==> config.mk <==
export PLATFORM = sky130hd
export DESIGN_NAME = stopwatch_core
export DESIGN_NICKNAME = d
export VERILOG_FILES = /design/src/rtl/stopwatch_core.sv
export SDC_FILE = /design/constraint.sdc
export NUM_CORES = 1
export LEC_CHECK = 0
export BUFFER_PORTS_ARGS = -buffer_cell sky130_fd_sc_hd__buf_4
export CAP_MARGIN = 15
export CORE_MARGIN = 2
export CORE_UTILIZATION = 45
export DETAILED_ROUTE_END_ITERATION = 10
export PLACE_DENSITY = 0.69
export SLEW_MARGIN = 40
export SYNTH_ARGS = -nofsm -noshare
export SYNTH_HDL_FRONTEND = slang
export SYNTH_SLANG_ARGS = --single-unit
==> constraint.sdc <==
create_clock -name clk_i -period 1.89 [get_ports clk_i]
set_input_delay 0.2835 -clock clk_i [delete_from_list [all_inputs] [get_ports clk_i]]
set_output_delay 0.2835 -clock clk_i [all_outputs]
set_load 0.005 [all_outputs]
==> src/rtl/stopwatch_core.sv <==
// MM:SS stopwatch/timer core: BCD minute/second counters with up/down counting,
// field adjust with blink mask, pause toggle and free-running prescalers.
module stopwatch_core #(
  parameter int CLK_HZ   = 100_000_000,
  parameter int ADJ_HZ   = 2,
  parameter int BLINK_HZ = 2,
  parameter int MIN_MAX  = 99
) (
  input  logic       clk_i,
  input  logic       rst_i,
  input  logic       pause_i,
  input  logic       adj_i,
  input  logic       sel_i,
  input  logic       dir_i,
  output logic [3:0] min_tens_o,
  output logic [3:0] min_ones_o,
  output logic [3:0] sec_tens_o,
  output logic [3:0] sec_ones_o,
  output logic [1:0] blank_o,
  output logic       running_o,
  output logic       done_o,
  output logic       wrap_o,
  output logic       tick_1hz_o
);

  localparam int ADJ_DIV = CLK_HZ / ADJ_HZ;
  localparam int BLK_DIV = CLK_HZ / (2 * BLINK_HZ);
  localparam int W1 = (CLK_HZ  > 1) ? $clog2(CLK_HZ)  : 1;
  localparam int WA = (ADJ_DIV > 1) ? $clog2(ADJ_DIV) : 1;
  localparam int WB = (BLK_DIV > 1) ? $clog2(BLK_DIV) : 1;

  localparam logic [7:0] SEC_TOP = 8'h59;
  localparam logic [7:0] MIN_TOP = {4'(MIN_MAX / 10), 4'(MIN_MAX % 10)};

  typedef enum logic [1:0] {M_HOLD, M_RUN, M_ADJUST} mode_e;

  // Two-digit BCD step helpers; top is the wrap point of the field.
  function automatic logic [7:0] bcd_inc(input logic [7:0] v, input logic [7:0] top);
    if (v == top)           return 8'h00;
    else if (v[3:0] == 4'd9) return {v[7:4] + 4'd1, 4'd0};
    else                    return {v[7:4], v[3:0] + 4'd1};
  endfunction

  function automatic logic [7:0] bcd_dec(input logic [7:0] v, input logic [7:0] top);
    if (v == 8'h00)          return top;
    else if (v[3:0] == 4'd0) return {v[7:4] - 4'd1, 4'd9};
    else                     return {v[7:4], v[3:0] - 4'd1};
  endfunction

  logic [W1-1:0] cnt1_q, cnt1_d;
  logic [WA-1:0] cnta_q, cnta_d;
  logic [WB-1:0] cntb_q, cntb_d;
  logic          tick_q, tick_d;
  logic          adj_tick_q, adj_tick_d;
  logic          blink_q, blink_d;
  logic          pause_q;
  logic          running_q, running_d;
  logic          done_q, done_d;
  logic          wrap_q, wrap_d;
  logic [1:0]    blank_q, blank_d;
  logic [7:0]    min_q, min_d;
  logic [7:0]    sec_q, sec_d;
  mode_e         mode;

  // Prescalers free-run; strobes are registered so they are one cycle wide.
  always_comb begin
    tick_d     = (cnt1_q == W1'(CLK_HZ - 1));
    cnt1_d     = tick_d ? '0 : cnt1_q + 1'b1;
    adj_tick_d = (cnta_q == WA'(ADJ_DIV - 1));
    cnta_d     = adj_tick_d ? '0 : cnta_q + 1'b1;
    blink_d    = blink_q ^ (cntb_q == WB'(BLK_DIV - 1));
    cntb_d     = (cntb_q == WB'(BLK_DIV - 1)) ? '0 : cntb_q + 1'b1;
    running_d  = running_q ^ (pause_i & ~pause_q);
    blank_d    = adj_i ? (sel_i ? {1'b0, blink_d} : {blink_d, 1'b0}) : 2'b00;
  end

  always_comb begin
    if (adj_i)          mode = M_ADJUST;
    else if (running_q) mode = M_RUN;
    else                mode = M_HOLD;
  end

  // Timekeeping uses running_q, i.e. the value before any same-cycle pause toggle.
  always_comb begin
    min_d  = min_q;
    sec_d  = sec_q;
    done_d = done_q;
    wrap_d = 1'b0;
    unique case (mode)
      M_ADJUST: begin
        done_d = 1'b0;
        if (adj_tick_q) begin
          if (sel_i) sec_d = bcd_inc(sec_q, SEC_TOP);
          else       min_d = bcd_inc(min_q, MIN_TOP);
        end
      end
      M_RUN: begin
        if (tick_q) begin
          if (!dir_i) begin
            sec_d = bcd_inc(sec_q, SEC_TOP);
            if (sec_q == SEC_TOP) begin
              min_d  = bcd_inc(min_q, MIN_TOP);
              wrap_d = (min_q == MIN_TOP);
            end
          end else if (min_q == 8'h00 && sec_q == 8'h00) begin
            done_d = 1'b1;
          end else begin
            sec_d = bcd_dec(sec_q, SEC_TOP);
            if (sec_q == 8'h00) min_d = bcd_dec(min_q, MIN_TOP);
            if (min_q == 8'h00 && sec_q == 8'h01) done_d = 1'b1;
          end
        end
      end
      default: ;
    endcase
    if (!dir_i) done_d = 1'b0;
  end

  always_ff @(posedge clk_i) begin
    if (rst_i) begin
      cnt1_q     <= '0;
      cnta_q     <= '0;
      cntb_q     <= '0;
      tick_q     <= 1'b0;
      adj_tick_q <= 1'b0;
      blink_q    <= 1'b0;
      pause_q    <= 1'b0;
      running_q  <= 1'b1;
      done_q     <= 1'b0;
      wrap_q     <= 1'b0;
      blank_q    <= 2'b00;
      min_q      <= 8'h00;
      sec_q      <= 8'h00;
    end else begin
      cnt1_q     <= cnt1_d;
      cnta_q     <= cnta_d;
      cntb_q     <= cntb_d;
      tick_q     <= tick_d;
      adj_tick_q <= adj_tick_d;
      blink_q    <= blink_d;
      pause_q    <= pause_i;
      running_q  <= running_d;
      done_q     <= done_d;
      wrap_q     <= wrap_d;
      blank_q    <= blank_d;
      min_q      <= min_d;
      sec_q      <= sec_d;
    end
  end

  assign min_tens_o = min_q[7:4];
  assign min_ones_o = min_q[3:0];
  assign sec_tens_o = sec_q[7:4];
  assign sec_ones_o = sec_q[3:0];
  assign blank_o    = blank_q;
  assign running_o  = running_q;
  assign done_o     = done_q;
  assign wrap_o     = wrap_q;
  assign tick_1hz_o = tick_q;

endmodule

Yosys cells after proc, flatten, opt, wreduce, memory -nomap -nowiden
Index checks and enable logic that the tools add are counted.

storage, ports and cells
  memories kept = 0
  latch bits = 0
  RAM bits = 0
  bits in read-only memories = 0
  output and inout bits = 22
  bits in registers = 103
  bits of input ports = 6
  word-level logic and storage cells = 104

cells by class
  bitwise logic cells = 10
  shift-type cells = 0
  divide/modulo/power cells = 0
  magnitude comparators = 0
  muxes and demuxes = 28
  reductions and logical operators = 19
  multipliers = 0
  equality and inequality tests = 20
  add/subtract/negate cells = 11

operator list
  operator                                           count
  two-way mux 8 bit                                  20
  one-hot mux 8 bit (2 select lines)                 2
  adder 27 x 1 -> 27 bit (second input constant)     1
  == test 27 bit (second input constant)             1
  adder 26 x 1 -> 26 bit (second input constant)     1
  == test 26 bit (second input constant)             1
  adder 25 x 1 -> 25 bit (second input constant)     1
  == test 25 bit (second input constant)             1
  adder 4 x 1 -> 4 bit (second input constant)       4
  logical NOT 8 bit                                  2
  subtractor 4 x 1 -> 4 bit (second input constant)  4
  != test 3 bit (second input constant)              4
  == test 4 bit (second input constant)              2
  == test 8 x 1 -> 1 bit (second input constant)     1
  == test 8 x 7 -> 1 bit (second input constant)     1
  == test 8 bit (second input constant)              1
  logical NOT 4 bit                                  2
  != test 2 bit (second input constant)              4
  != test 4 bit (second input constant)              2
  AND reduction 8 bit                                1
  OR reduction 2 bit                                 4
  inverter 1 bit                                     7
  AND reduction 7 bit                                1
  AND reduction 6 bit                                1
  13 further kinds                                   19

Longest topological paths before layout
  depth after elaboration = 8
  gate-level depth with buffers = 9

Least setup slack after synthesis
No wires, ideal clock.

  path kind = register to register
  from = reg sec_q[4]
  to = reg min_q[7]
  clock period less this slack = 2103 ps
  slack = -213 ps
  stages on the path, launching flop included = 9
  data required time = 1802 ps
  buffers on the path = 1
  setup time = 88 ps
  arrival time = 2015 ps
  path through = dfxtp_1 > inv_1 > ha_1 > nor3b_2 > nand3_1 > a22o_4 > or3_1 > buf_2 > o32ai_2

on the way
  longest elaborated chain between the ends = 4

ends and longest elaborated chain
  element                            line      text
  from (decl)                        62        logic [7:0] sec_q, sec_d;
  from (signal assigned)             133       sec_q <= 8'h00;
  from (signal assigned)             147       sec_q <= sec_d;
  logical NOT 8 bit                  105, 109
  logical AND 1 bit                  105       end else if (min_q == 8'h00 && sec_q == 8'h00) begin
  != test 3 bit (no line)            n/a
  AND reduction 8 bit (no line) (*)  n/a
  to (signal assigned)               146       min_q <= min_d;
  to (decl)                          61        logic [7:0] min_q, min_d;

Every way passes the cells marked *; elsewhere a longest branch is shown, timed or not.
A chain may end at the register's enable or synchronous reset.

Worst setup path in the final report
  from = reg sec_q[0]
  to = reg sec_q[3]

on the way
  longest elaborated chain between the ends = 7

ends and longest elaborated chain
  element                                                                line    text
  subtractor 4 x 1 -> 4 bit / logical NOT 4 bit (equally long branches)  47, 46
  two-way mux 8 bit                                                      46      else if (v[3:0] == 4'd0) return {v[7:4] - 4'd1, 4'd9};
  two-way mux 8 bit                                                      45      if (v == 8'h00) return top;
  two-way mux 8 bit                                                      105
  two-way mux 8 bit                                                      99      if (!dir_i) begin
  two-way mux 8 bit                                                      98      if (tick_q) begin
  one-hot mux 8 bit (2 select lines)                                     89      unique case (mode)

Parallel ways exist; a longest one is shown, timed or not. The select of a mux whose other input is x is not followed.

==> results_dict.tcl <==
set metrics [dict create \
    start_util_pct 46.3 \
    setup_viol 9 \
    overflow 0 \
    firstDrtPassIters 4 \
    r2r-start "sec_q[0]" \
    rr_worst_depth 7 \
    grtUsageTotal_pct 19.9 \
    io_buffers 27 \
    synth_common_cells "nor2_1, dfxtp_1, xor2_1, nand3_1, nand2_1" \
    routabilityCongestion 0.859 \
    synth_top_area_cell "dfxtp_1" \
    dp_cells 823 \
    p_leak_nw 2.56 \
    min_to "pause_q" \
    chipWidth_um 113 \
    critPathTopFamily "compound AO/OA/AOI/OAI gates" \
    status "finished, violations left" \
    htree_levels 3 \
    critPathMaxFanout 8 \
    syn_nets 650 \
    fin_skew_ps 9.48 \
    fin_crit_ps 1960 \
    cts_buffers 9 \
    routed_wl_um 12400 \
    num_io_pins 28 \
    fin_crit_sh_pct 104 \
    synth_edf_count 0 \
    syn_avg_cell_area_um2 8.47 \
    worst_pin_slew_ps 494 \
    hpwl_um 8730 \
    clock_sinks 103 \
    path_cells "inv_4 > ha_4 > nor3b_4 > nand4_1 > o41a_2 > a21oi_1 > a211oi_1" \
    cp.arrival_ps 2200 \
    hold_path_class "primary input to flip-flop" \
    dieArea_um2 12700 \
    postRouteAntennaNets 0 \
    antenna_cells 0 \
    cts_tree "done" \
    totalPowerFinal_mw 4.34 \
    drive_gt1_share_pct 22.4 \
    synth.distinct_cells 64 \
    viasPerCell 5.54 \
    ctsHoldBuffers 0 \
    setup_slack_ps -71.9 \
    violations "negative setup slack" \
    vdd_drop_max_uv 436 \
    hold_start "pause_i" \
    ys.flop_type "dfxtp_1" \
    relSlewSlack_pct 67.0 \
    synthCells 626 \
    vias 4696 \
    post-route-drc-count 0 \
    critical_path_class "flip-flop to flip-flop" \
    r2r_slack_ps -70 \
    slew_viol_final 0 \
    path_buf_inv 1 \
    ys_seq_area_share_pct 38.9 \
    wl_per_cell_um 14.6 \
    die_y_um 113 \
    cp_slowest_cell "o41a_2" \
    cp-end-kind "flip-flop" \
    stdcell_count 847 \
    whs_path_depth 2 \
    final_nets 723 \
    synth_most_common_cell "nor2_1" \
    synthArstFlopShare_pct 0 \
    cp.required_ps 2120 \
    slowest_delay_ps 550 \
    p_per_area_nw_per_um2 663 \
    num_rows 39 \
    rsz0062_at_grt "yes" \
    rr_endpoint "sec_q[3]" \
    synth_top_area_share_pct 38.9 \
    root_buffer "clkbuf_16" \
    cts.path.max_buffers 2 \
    drt_iter0_markers 305 \
    finalHoldViolations 0 \
    grt_antenna_before_repair 0 \
    ys_ff_latch 103 \
    grt_pass1_vias 4498 \
    grt_max_degree 26 \
    start_kind "flip-flop" \
    yosysWarnings 0 \
    cap_violations 0 \
    clk-insertion-delay-late_ps 350 \
    fp.coreArea_um2 11500 \
    setup_tns_ps -358 \
    clkTransAtPathRegs_ps 70 \
    synthTopCellsByArea "dfxtp_1, nor2_1, xor2_1" \
    syn_area_um2 5300 \
    fmax_ghz 0.510 \
    area_delta_synth_final_pct 23.4 \
    grt_pass1_wl_um 21100 \
]
## logic make-up after synthesis
family | Yosys count | share of synthesized area [%]
AO/OA/AOI/OAI | 66 | 9.67
multiplexers | 4 | 0.755
adder cells (fa/ha/maj) | 18 | 4.25
XOR/XNOR | 73 | 12.1
flip-flops | 103 | 38.9
AND/OR/NAND/NOR | 312 | 30.3
buffers and inverters | 50 | 4.10
## through the flow
step	area (um^2)	util, %	hold slack (ps)	setup slack, ps
floorplan	5400	-	412	-10.7
global placement	6100	53.2	422	-17.5
detailed placement	6100	53.2	435	-161
CTS	6420	56.0	152	-41.6
global route	6540	57.1	180	-152
finish	6540	57.1	159	-71.9
## layer usage
| metal | part of all wire, % | global-route usage, % | up-vias |
|---|---|---|---|
| met1 | 48 | 26.3 | 2240 |
| li1 | - | - | 2358 |
| met2 | 47 | 32.8 | 85 |
| met3 | 3.6 | 4.32 | 13 |
| met4 | 1.3 | 6.02 | 0 |
| met5 | 0 | 0 | - |
## layout by cell type, fill, tap and decap left out, types with 3 or more instances in the layout
master     synthesis  routed
nor3_1            18      16
nand2_1           35      35
a21o_1             3       3
nand4_1           29      29
a21oi_1           10       7
ha_1              18      13
xnor2_1           34      34
buf_4              1      90
mux2i_1            4       4
or4_1              3       3
o21ai_0           10       9
nor4b_1            3       3
nand3_1           37      37
nor4_1            12      11
dfxtp_4            0       3
nor2_1           105     104
nand3b_1           5       5
inv_4              0       3
dfxtp_1          103      98
clkbuf_16          0       9
nor2b_1            5       5
buf_12             0       3
a32oi_1            4       4
and4_1             5       5
and2_1             6       6
or2_2              4       3
xor2_1            39      39
nand2b_1           3       3
and3_1            25      25
and3b_1            4       4
ha_4               0       3
o41ai_2            0       3
inv_1             19      14
## cell type report
type,count,area [um^2]
Fill cell,1010,4920
Clock buffer,10,239
Inverter,19,78.8
Clock inverter,6,43.8
Sequential cell,103,2080
Timing Repair Buffer,93,736
Tap cell,143,179
Multi-Input combinational cell,473,3190
## worst reg2reg max path, delay by kind of cell (launching register included)
| family | cells | cell delay (ps) |
|---|---|---|
| compound gates | 3 | 810 |
| fa+ha+maj | 1 | 140 |
| simple gates | 2 | 460 |
| flops | 1 | 370 |
| buf+inv | 1 | 70 |
## worst max path at each step
stage	start	to	slack, ps	cells after the start
final	sec_q[0]	sec_q[3]	-70	7
after global routing	sec_q[0]	min_q[0]	-150	7
after CTS	sec_q[5]	min_q[0]	-40	7
after detailed placement	sec_q[4]	min_q[0]	-160	7
after global placement	sec_q[1]	min_q[0]	-20	7
after floorplan	sec_q[1]	min_q[7]	-10	8
## flip-flops by register name, summed over array words and instances (netlist names)
name        flops
adj_tick_q      1
blank_o         2
blink_q         1
cnt1_q         27
cnta_q         26
cntb_q         25
done_o          1
min_q           8
pause_q         1
running_o       1
sec_q           8
tick_1hz_o      1
wrap_o          1
## timing repair
item	4_1_cts	5_1_grt
pin swaps	11	3
hold endpoints to repair	0	0
resized for setup	5	19
setup buffers	3	6
setup endpoints to repair	15	64
## where the power goes
part | internal [mW] | leakage [nW] | switching (mW)
registers | 2.19 | 0.835 | 0.0253
logic | 0.158 | 1.58 | 0.186
clock network | 0.936 | 0.139 | 0.842
No activity file was read; power rests on OpenSTA's default activity.
